[src/rtl/id_ex_stage.sv]
// ID/EX pipeline register with EX/MEM and MEM/WB operand forwarding,
// load-use bubble insertion and flush. Optional: ID_EX_PERF_EN (bubble counter).
module id_ex_stage #(
  parameter int XLEN   = 32,
  parameter int REG_AW = 5
) (
  input  logic              i_clk,
  input  logic              i_rst_n,
  input  logic              i_flush,
  input  logic              i_stall,
  input  logic              i_id_valid,
  input  logic [XLEN-1:0]   i_id_pc,
  input  logic [REG_AW-1:0] i_id_rs1_addr,
  input  logic [REG_AW-1:0] i_id_rs2_addr,
  input  logic [REG_AW-1:0] i_id_rd_addr,
  input  logic [XLEN-1:0]   i_id_rs1_data,
  input  logic [XLEN-1:0]   i_id_rs2_data,
  input  logic [XLEN-1:0]   i_id_imm,
  input  logic [3:0]        i_id_alu_op,
  input  logic              i_id_opa_sel,
  input  logic              i_id_opb_sel,
  input  logic              i_id_rd_wren,
  input  logic              i_id_mem_rden,
  input  logic [REG_AW-1:0] i_mem_rd_addr,
  input  logic              i_mem_rd_wren,
  input  logic [XLEN-1:0]   i_mem_fwd_data,
  input  logic [REG_AW-1:0] i_wb_rd_addr,
  input  logic              i_wb_rd_wren,
  input  logic [XLEN-1:0]   i_wb_data,
  output logic              o_id_hold,
  output logic              o_ex_valid,
  output logic [XLEN-1:0]   o_ex_pc,
  output logic [REG_AW-1:0] o_ex_rd_addr,
  output logic              o_ex_rd_wren,
  output logic              o_ex_mem_rden,
  output logic [3:0]        o_alu_op,
  output logic [XLEN-1:0]   o_operand_a,
  output logic [XLEN-1:0]   o_operand_b,
`ifdef ID_EX_PERF_EN
  output logic [31:0]       o_bubble_cnt,
`endif
  output logic [XLEN-1:0]   o_store_data
);

  typedef struct packed {
    logic              valid;
    logic [XLEN-1:0]   pc;
    logic [REG_AW-1:0] rs1_addr;
    logic [REG_AW-1:0] rs2_addr;
    logic [REG_AW-1:0] rd_addr;
    logic              rd_wren;
    logic              mem_rden;
    logic [XLEN-1:0]   rs1_data;
    logic [XLEN-1:0]   rs2_data;
    logic [XLEN-1:0]   imm;
    logic [3:0]        alu_op;
    logic              opa_sel;
    logic              opb_sel;
  } ex_t;

  ex_t ex_q;
  ex_t ex_d;
  logic [XLEN-1:0] fwd_rs1;
  logic [XLEN-1:0] fwd_rs2;
  logic lu;

  always_comb begin
    fwd_rs1 = ex_q.rs1_data;
    if (i_mem_rd_wren && i_mem_rd_addr == ex_q.rs1_addr
        && ex_q.rs1_addr != '0)
      fwd_rs1 = i_mem_fwd_data;
    else if (i_wb_rd_wren && i_wb_rd_addr == ex_q.rs1_addr
             && ex_q.rs1_addr != '0)
      fwd_rs1 = i_wb_data;
  end

  always_comb begin
    fwd_rs2 = ex_q.rs2_data;
    if (i_mem_rd_wren && i_mem_rd_addr == ex_q.rs2_addr
        && ex_q.rs2_addr != '0)
      fwd_rs2 = i_mem_fwd_data;
    else if (i_wb_rd_wren && i_wb_rd_addr == ex_q.rs2_addr
             && ex_q.rs2_addr != '0)
      fwd_rs2 = i_wb_data;
  end

  assign o_ex_valid    = ex_q.valid;
  assign o_ex_pc       = ex_q.pc;
  assign o_ex_rd_addr  = ex_q.rd_addr;
  assign o_ex_rd_wren  = ex_q.rd_wren & ex_q.valid;
  assign o_ex_mem_rden = ex_q.mem_rden & ex_q.valid;
  assign o_alu_op      = ex_q.alu_op;

  assign lu = o_ex_mem_rden && ex_q.rd_addr != '0 && i_id_valid
           && (ex_q.rd_addr == i_id_rs1_addr
               || ex_q.rd_addr == i_id_rs2_addr);

  assign o_id_hold    = lu & ~i_flush;
  assign o_operand_a  = ex_q.opa_sel ? ex_q.pc : fwd_rs1;
  assign o_operand_b  = ex_q.opb_sel ? ex_q.imm : fwd_rs2;
  assign o_store_data = fwd_rs2;

  always_comb begin
    ex_d = ex_q;
    if (i_flush) begin
      ex_d = '0;
    end else if (i_stall) begin
      // keep re-capturing forwarded data so a retiring producer is not lost
      ex_d.rs1_data = fwd_rs1;
      ex_d.rs2_data = fwd_rs2;
    end else if (lu) begin
      ex_d = '0;
    end else begin
      ex_d.valid    = i_id_valid;
      ex_d.pc       = i_id_pc;
      ex_d.rs1_addr = i_id_rs1_addr;
      ex_d.rs2_addr = i_id_rs2_addr;
      ex_d.rd_addr  = i_id_rd_addr;
      ex_d.rd_wren  = i_id_rd_wren;
      ex_d.mem_rden = i_id_mem_rden;
      ex_d.rs1_data = i_id_rs1_data;
      ex_d.rs2_data = i_id_rs2_data;
      ex_d.imm      = i_id_imm;
      ex_d.alu_op   = i_id_alu_op;
      ex_d.opa_sel  = i_id_opa_sel;
      ex_d.opb_sel  = i_id_opb_sel;
    end
  end

  always_ff @(posedge i_clk or negedge i_rst_n) begin
    if (!i_rst_n) ex_q <= '0;
    else          ex_q <= ex_d;
  end

`ifdef ID_EX_PERF_EN
  always_ff @(posedge i_clk or negedge i_rst_n) begin
    if (!i_rst_n)
      o_bubble_cnt <= '0;
    else if (i_flush || (lu && !i_stall))
      o_bubble_cnt <= o_bubble_cnt + 32'd1;
  end
`endif

endmodule

[config.mk]
export PLATFORM = sky130hd
export DESIGN_NAME = id_ex_stage
export DESIGN_NICKNAME = d
export VERILOG_FILES = /design/src/rtl/id_ex_stage.sv
export SDC_FILE = /design/constraint.sdc
export NUM_CORES = 1
export LEC_CHECK = 0
export BUFFER_PORTS_ARGS = -buffer_cell sky130_fd_sc_hd__buf_2
export CAP_MARGIN = 20
export CORE_AREA = 2 2 143 145
export DETAILED_ROUTE_END_ITERATION = 12
export DIE_AREA = 0 0 145 147
export GPL_ROUTABILITY_DRIVEN = 0
export PLACE_DENSITY = 0.74
export SLEW_MARGIN = 30
export SYNTH_ARGS = -nofsm -noshare
export SYNTH_HDL_FRONTEND = slang
export SYNTH_SLANG_ARGS = --single-unit
[constraint.sdc]
create_clock -name i_clk -period 6.1 [get_ports i_clk]
set_clock_uncertainty 0.2 [all_clocks]
set_input_delay 0.61 -clock i_clk [delete_from_list [all_inputs] [get_ports i_clk]]
set_output_delay 0.61 -clock i_clk [all_outputs]
set_load 0.01 [all_outputs]
* Word-level counts from Yosys, hierarchy flattened
Index checks and enable logic that the tools add are counted.
Word-level totals: bits in read-only memories 0, input port bits 232, register bits 152, latch bits 0, word-level logic and storage cells 50, memory bits (writable) 0, memories kept 0, output and inout port bits 141
Cells by class: multiply operators 0, add/sub/neg operators 0, div/mod/pow operators 0, magnitude comparators 0, multiplexer cells 11, reductions and logical operators 15, equality and inequality tests 7, shift-type cells 0, bitwise gates (word level) 4
Operator list (count):
- two-way mux 152 bit | 2
- two-way mux 32 bit | 6
- two-way mux 64 bit | 1
- two-way mux 50 bit | 1
- two-way mux 38 bit | 1
- equality test 5 bit | 6
- nonzero test 5 bit | 3
- logical AND 1 bit | 11
- AND 1 bit | 3
- != test 2 bit (second input constant) | 1
- logical OR 1 bit | 1
- inverter 1 bit | 1

* Longest topological paths before layout
Gate-level depths: netlist of the first run.
word-level depth 7, gate-level depth with buffers 8, depth with buffers taken out 5

* Worst setup path after synthesis of the first run
OpenSTA, ideal clock, no wires.
kind in2out, from in i_wb_rd_addr[4], to out o_operand_b[8], arrival 2.182 ns, required time 5.290 ns, path slack 3.108 ns, stages 6, path buffers 1, cells stage by stage xor2_1 or4b_1 clkbuf_1 o21ai_0 a31oi_2 mux2_2
Between the ends: cells in the longest elaborated chain, start to end 6
Ends and longest elaborated chain:
- start, declared | line 27 | input logic [REG_AW-1:0] i_wb_rd_addr,
- equality test 5 bit | line 82 | else if (i_wb_rd_wren && i_wb_rd_addr == ex_q.rs2_addr
- logical AND 1 bit | line 82
- logical AND 1 bit | line 83 | && ex_q.rs2_addr != '0)
- two-way mux 32 bit | line 82
- two-way mux 32 bit | line 79 | if (i_mem_rd_wren && i_mem_rd_addr == ex_q.rs2_addr
- net o_store_data[8] | line 42 | output logic [XLEN-1:0] o_store_data
- two-way mux 32 bit | line 100 | assign o_operand_b = ex_q.opb_sel ? ex_q.imm : fwd_rs2;
- end, declared | line 38 | output logic [XLEN-1:0] o_operand_b,
The timed path passes the listed nets, and every way through them passes these cells.

* Worst setup path after layout of the first run
from reg ex_q[112] (netlist name), to out o_operand_b[10]
Between the ends: cells in the longest elaborated chain, start to end 6, elaborated cells on any way between the ends 10, classes of those cells 2 x eq/ne; 3 x mux; 5 x reduce/logical
Ends and longest elaborated chain:
- start, declared | line 61 | ex_t ex_q;
- start signal, assigned | line 131 | if (!i_rst_n) ex_q <= '0;
- start signal, assigned | line 132 | else ex_q <= ex_d;
- equality test 5 bit | line 82
- logical AND 1 bit | line 82
- logical AND 1 bit | line 83
- two-way mux 32 bit | line 82
- two-way mux 32 bit * | line 79
- two-way mux 32 bit * | line 100
Every way passes the cells marked *; elsewhere a longest branch is shown, timed or not.

==> results of run 1 <==
-- metrics by stage --
| stage | util [%] | setup slack (ns) | total power, mW | hold WS [ns] |
|---|---|---|---|---|
| 2_1_floorplan | - | 3.11 | 1.41 | 0.114 |
| 4_1_cts | 54.4 | 1.84 | 2.64 | 0.181 |
| 5_1_grt | 54.5 | 1.67 | 2.75 | 0.171 |
| 3_5_place_dp | 51.6 | 2.16 | 1.65 | 0.282 |
| 3_3_place_gp | 51.5 | 1.96 | 1.64 | 0.277 |
| 6_report | 54.5 | 1.85 | 2.63 | 0.196 |
-- cell usage in the layout, fill, tap and decap left out, types with 34 or more instances in the layout --
cell	count
sky130_fd_sc_hd__nand2_1	67
sky130_fd_sc_hd__o21ai_0	63
sky130_fd_sc_hd__dfrtp_1	150
sky130_fd_sc_hd__nand3_1	34
sky130_fd_sc_hd__nor2_1	66
sky130_fd_sc_hd__a22o_1	120
sky130_fd_sc_hd__buf_2	372
-- path summary, 6_finish.rpt --
kind	startpoint	slack, ns	endpoint
min reg2reg	ex_q[19]$_DFFE_PN0P_	0.30	ex_q[19]$_DFFE_PN0P_
min	i_id_rs1_data[25]	0.20	ex_q[95]$_DFF_PN0_
min in group asynchronous	i_rst_n	0.51	o_ex_pc[20]$_DFFE_PN0P_
max reg2reg	ex_q[115]$_DFFE_PN0P_	2.98	ex_q[99]$_DFF_PN0_
max	ex_q[112]$_DFFE_PN0P_	1.85	o_operand_b[10]
max in group asynchronous	i_rst_n	4.07	ex_q[53]$_DFF_PN0_
-- final cells by class --
| type | count | area, sq um | area share, % |
|---|---|---|---|
| multi-input combinational | 596 | 4100 | 37.9 |
| sequential | 152 | 3810 | 35.2 |
| timing repair buffer | 388 | 2020 | 18.6 |
| clock buffer | 20 | 447 | 4.13 |
| tap | 270 | 338 | 3.12 |
| clock inverter | 12 | 92.6 | 0.856 |
| antenna | 7 | 17.5 | 0.162 |
-- synth_stat cells (all sizes together) (2+ instances only) --
library cell | n | area share [%]
xnor2 | 22 | 2.3
o31ai | 32 | 2.8
o21ai | 64 | 3.8
buf | 60 | 4.7
o211ai | 3 | 0.32
a31oi | 32 | 2.4
dfrtp | 152 | 45
nand4 | 2 | 0.15
nand2 | 67 | 3.0
o211a | 2 | 0.24
or4 | 3 | 0.26
nand3 | 34 | 2.0
clkbuf | 73 | 3.3
and2 | 2 | 0.15
xor2 | 8 | 0.82
nor3 | 32 | 1.9
a22o | 120 | 12
nor2 | 67 | 3.0
mux2 | 32 | 4.2
o2bb2ai | 32 | 3.3
a221oi | 32 | 3.3
nor2b | 2 | 0.15
or2 | 2 | 0.15
-- power groups by stage --
stage               registers [mW]  logic (mW)  clock network (mW)
finish                        1.11       0.533               0.985
CTS                           1.11       0.530                1.00
global route                  1.12       0.573                1.06
global placement              1.13       0.519                   0
floorplan                     1.11       0.300                   0
detailed placement            1.13       0.528                   0
-- flip-flops by register name (all words and copies together) (netlist names) --
register / flops
o_alu_op: 4
ex_q: 110
o_ex_pc: 32
o_ex_valid: 1
o_ex_rd_addr: 5
-- critical path, cell delays in order (launching register included) --
cell                       delay (ns)
sky130_fd_sc_hd__dfrtp_1         0.44
sky130_fd_sc_hd__or4_1           0.63
sky130_fd_sc_hd__o211ai_1        0.59
sky130_fd_sc_hd__buf_2           0.33
sky130_fd_sc_hd__o21ai_0         0.11
sky130_fd_sc_hd__a31oi_1         0.52
sky130_fd_sc_hd__mux2_2          0.27
sky130_fd_sc_hd__buf_2           0.12
-- per-layer routing --
layer  global-route usage (%)  vias to the layer above  wire (um)
met5                        0                        -          0
met4                     11.0                        0        792
met3                     6.80                       56       2870
met2                     43.5                      555      14400
met1                     39.8                     4171      13100
li1                         -                     3842          -
-- cells by family after synthesis --
family,Yosys count,synth area share [%]
xor+xnor,30,3.09
buf+inv,133,7.97
compound gates,319,28.8
simple gates,215,11.2
flops,152,44.7
mux,32,4.24
-- what timing repair did --
action | 4_1_cts | 5_1_grt
hold buffers | 1 | 0
hold endpoints to repair | 48 | 0
gates resized for setup | 0 | 0
==> flow_summary.ini, run 1 <==
[routing]
drc = 0
antenna_violating_nets_left = 0
dr.pass1.iters = 5
detailed_route_via_count = 8624
detail_route.wirelength_mm = 31.3
drt-wirelength-per-cell_um = 21.6
drt_iter0_markers = 789
vias_per_cell = 5.97

[logic_synthesis]
syn_inst = 881
synthesis.yosys.warnings = 0
synth.yosys.seq_area_share_pct = 44.7
synth_ff_type = sky130_fd_sc_hd__dfrtp_1
yosys_register_bits = 152
synth_area_per_cell_sq_um = 9.65
yosys.cell_types.count = 35
synth-edff-count = 0
ys_async_sr_fraction_pct = 100
post_syn_nets = 1113
synth.cell_area_sq_um = 8510

[grt]
grt_max_degree = 129
globalRouteTotalUtil_pct = 28.6
grt_antenna_before_repair = 5
grt_remaining_overflow = 0
vias_in_the_first_global_route = 8321
wire_length_of_the_first_global_routing_pass_mm = 48.1

[power]
cell_internal_pwr_mw = 1.83
power_density_nw_per_um2 = 243
power.clock.fraction_pct = 37.5
power.switching_mw = 0.800
combinationalPowerShare_pct = 20.3
ir_worst_vdd_mv = 0.157
p_seq_share_pct = 42.2
power_leakage_nw = 5.19
switching_fraction_of_total_power_pct = 30.5

[cells_and_area]
number_of_standard_cells_in_the_final_layout_excluding_fillers = 1445
drive_gt1_share_pct = 39.7
final_design_instance_area_without_fill_sq_um = 10800
n_fill_cell = 1809
num-nets-final = 1387
area_growth_syn_to_layout_pct = 27.2

[critical_path]
cp_endpoint_kind = output port
critical_path_class = register to output port
worst_ep_required_time_ns = 5.29
critPathMaxFanout = 10
worst_r2r_path_depth = 6
timing.critical_path.from_type = register
worst_ep_arrival_time_ns = 3.44

[timing]
max_freq_ghz = 0.235
finalSetupTns_ns = 0
slew_headroom_pct = 31.5
count_of_endpoints_failing_hold_in_the_final_timing_report = 0
worst-slew-pin-transition_ns = 1.03
final-max-slew-violation-count = 0
layout_worst_path_cycle_share_pct = 69.7
rsz_0062_raised_after_global_routing = false
timing.final.setup_violations = 0
min_clock_period_post_route_ns = 4.25

[floorplan]
initial_utilization_pct = 42.9
num_rows = 52
dieWidth_um = 145
design.portCount = 373
die_area_sq_um = 21300
die-height_um = 147
floorplan_core_area_sq_um = 19800

[cts]
clockRootBuffer = sky130_fd_sc_hd__clkbuf_16
clock_sinks = 152
clk_latency_ns = 0.42
clkTransAtPathRegs_ns = 0.07
htreeDepth = 4
cts_tree = built
cts-root-to-sink-buffers = 2
cts-buffers-inserted = 17
cts_setup_buffers = 0

[place]
post-dp-hpwl_mm = 21.3
port-buffer-count = 372
number_of_cells_in_the_design_after_placement = 1404
detailed_place.area_sq_um = 10200

[worst_hold_path]
hold_depth = 2
worstHoldPathType = input port to register

[flow_run]
cap_viol_max_count = 0

[status]
outcome = complete, no violations
(Power assumes the default switching activity.)
==> run 2, diff against run 1 <==
Settings changed: CORE_AREA 2 2 143 145 to 2 2 147 149, DIE_AREA 0 0 145 147 to 0 0 149 151, PLACE_DENSITY 0.74 to 0.73.
Clock period 6.1 ns to 3.9 ns, I/O delays scaled along.
==> flow_summary.ini, run 2 (synthesized netlist as in run 1, its figures left out) <==
[critical_path]
worst_ep_required_time_ns = 3.31
cp_endpoint_kind = output port
critical_path_class = register to output port
worst_ep_arrival_time_ns = 3.10
critPathMaxFanout = 32
timing.critical_path.from_type = register

[timing]
count_of_endpoints_failing_hold_in_the_final_timing_report = 0
slew_headroom_pct = 33.9
layout_worst_path_cycle_share_pct = 94.7
min_clock_period_post_route_ns = 3.69
finalSetupTns_ns = 0
max_freq_ghz = 0.271
timing.final.setup_violations = 0
final-max-slew-violation-count = 0
worst-slew-pin-transition_ns = 0.992
fin_ws_ns = 0.209
rsz_0062_raised_after_global_routing = false
whs_ns = 0.00929

[cts]
clockRootBuffer = sky130_fd_sc_hd__clkbuf_16
clkTransAtPathRegs_ns = 0.06
htreeDepth = 4
cts_setup_buffers = 0
clk_latency_ns = 0.41
cts-buffers-inserted = 17
cts-root-to-sink-buffers = 2
cts_tree = built
clock_sinks = 152

[cells_and_area]
drive_gt1_share_pct = 36.3
final_cell_mix = sky130_fd_sc_hd__buf_2 (371), sky130_fd_sc_hd__dfrtp_1 (150), sky130_fd_sc_hd__a22o_1 (120)
num-nets-final = 1513
largest-register = ex_q
number_of_standard_cells_in_the_final_layout_excluding_fillers = 1571
most_common_cell_after_layout_fill_and_taps_aside = sky130_fd_sc_hd__buf_2
final_design_instance_area_without_fill_sq_um = 12100
largest_reg_flops = 110
area_growth_syn_to_layout_pct = 42.5

[grt]
vias_in_the_first_global_route = 9291
grt_max_degree = 80
grtUsageMet2_pct = 48.5
grt_most_used_layer = met2
grt_antenna_before_repair = 5
wire_length_of_the_first_global_routing_pass_mm = 52.0
grt_remaining_overflow = 0
gr-usage-met1_pct = 38.7
globalRouteTotalUtil_pct = 30.0
grt_use_met3_pct = 8.89

[flow_run]
cap_viol_max_count = 0

[worst_hold_path]
worstHoldPathType = input port to register

[place]
port-buffer-count = 372
pre_cts_ws_ns = 0.657
post-dp-hpwl_mm = 22.8
number_of_cells_in_the_design_after_placement = 1419
detailed_place.area_sq_um = 10300

[floorplan]
num_rows = 53
initial_utilization_pct = 40.8
die_area_sq_um = 22500
design.portCount = 373
dieWidth_um = 149
floorplan_core_area_sq_um = 20800
die-height_um = 151

[routing]
detailed_route_via_count = 9217
antenna_violating_nets_left = 0
drc = 0
vias_per_cell = 5.87
detail_route.wirelength_mm = 34.6
drt_iter0_markers = 680
drt-wirelength-per-cell_um = 22.0
dr.pass1.iters = 5

[power]
ir_worst_vdd_mv = 0.232
power_density_nw_per_um2 = 367
power_leakage_nw = 5.78

[status]
outcome = complete, no violations
[run 2: layout make-up]
cell class	count	area, sq um
fillers	1762	8700
multi-input cells	596	4090
flip-flops and latches	152	3810
repair buffers	514	3270
clock buffers	19	433
well taps	275	344
clock inverters	11	174
diodes	4	10.0
[run 2: timing repair]
action	in CTS	in global routing
hold buffers	116	2
hold endpoints to repair	185	2
gates resized for setup	0	0
[run 2: report_power, final]
| group | internal [mW] | switching [mW] | leakage [nW] |
|---|---|---|---|
| clock network | 1.07 | 0.685 | 0.286 |
| registers | 1.67 | 0.0769 | 2.02 |
| logic | 0.435 | 0.511 | 3.47 |
| total | 3.17 | 1.27 | 5.78 |
[run 2: path summary, 6_finish.rpt]
kind                                             from                 endpoint  slack, ns  cells past startpoint
worst min register to register  ex_q[103]$_DFFE_PN0P_    ex_q[103]$_DFFE_PN0P_       0.30                      1
worst min-delay path                       i_id_pc[0]   o_ex_pc[0]$_DFFE_PN0P_      0.009                      2
worst max-delay path            ex_q[115]$_DFFE_PN0P_           o_operand_a[2]       0.21                      7
max in group asynchronous                     i_rst_n      ex_q[1]$_DFFE_PN0P_       2.31                      3
min in group asynchronous                     i_rst_n  o_ex_pc[19]$_DFFE_PN0P_       0.37                      2
worst max register to register  ex_q[112]$_DFFE_PN0P_       ex_q[69]$_DFF_PN0_       1.12                      6
[run 2: worst max-delay path, cell delays in order, from the launching register on]
cell,delay (ns)
sky130_fd_sc_hd__dfrtp_1,0.48
sky130_fd_sc_hd__or4_1,0.59
sky130_fd_sc_hd__nor2_1,0.22
sky130_fd_sc_hd__nand4bb_2,0.19
sky130_fd_sc_hd__buf_4,0.40
sky130_fd_sc_hd__a221oi_1,0.19
sky130_fd_sc_hd__o31ai_1,0.39
sky130_fd_sc_hd__buf_2,0.21
[run 2: routing by layer]
metal / vias to the layer above / part of all wire (%)
li1: 4080 / -
met1: 4488 / 40
met2: 567 / 48
met3: 82 / 9.3
met4: 0 / 3.0
met5: - / 0
[run 2: stage by stage]
stage | power [mW] | utilization [%]
after global placement | 2.59 | 49.6
after CTS | 4.45 | 58.1
after detailed placement | 2.60 | 49.6
after floorplan | 2.20 | -
final | 4.44 | 58.2
after global routing | 4.63 | 58.2
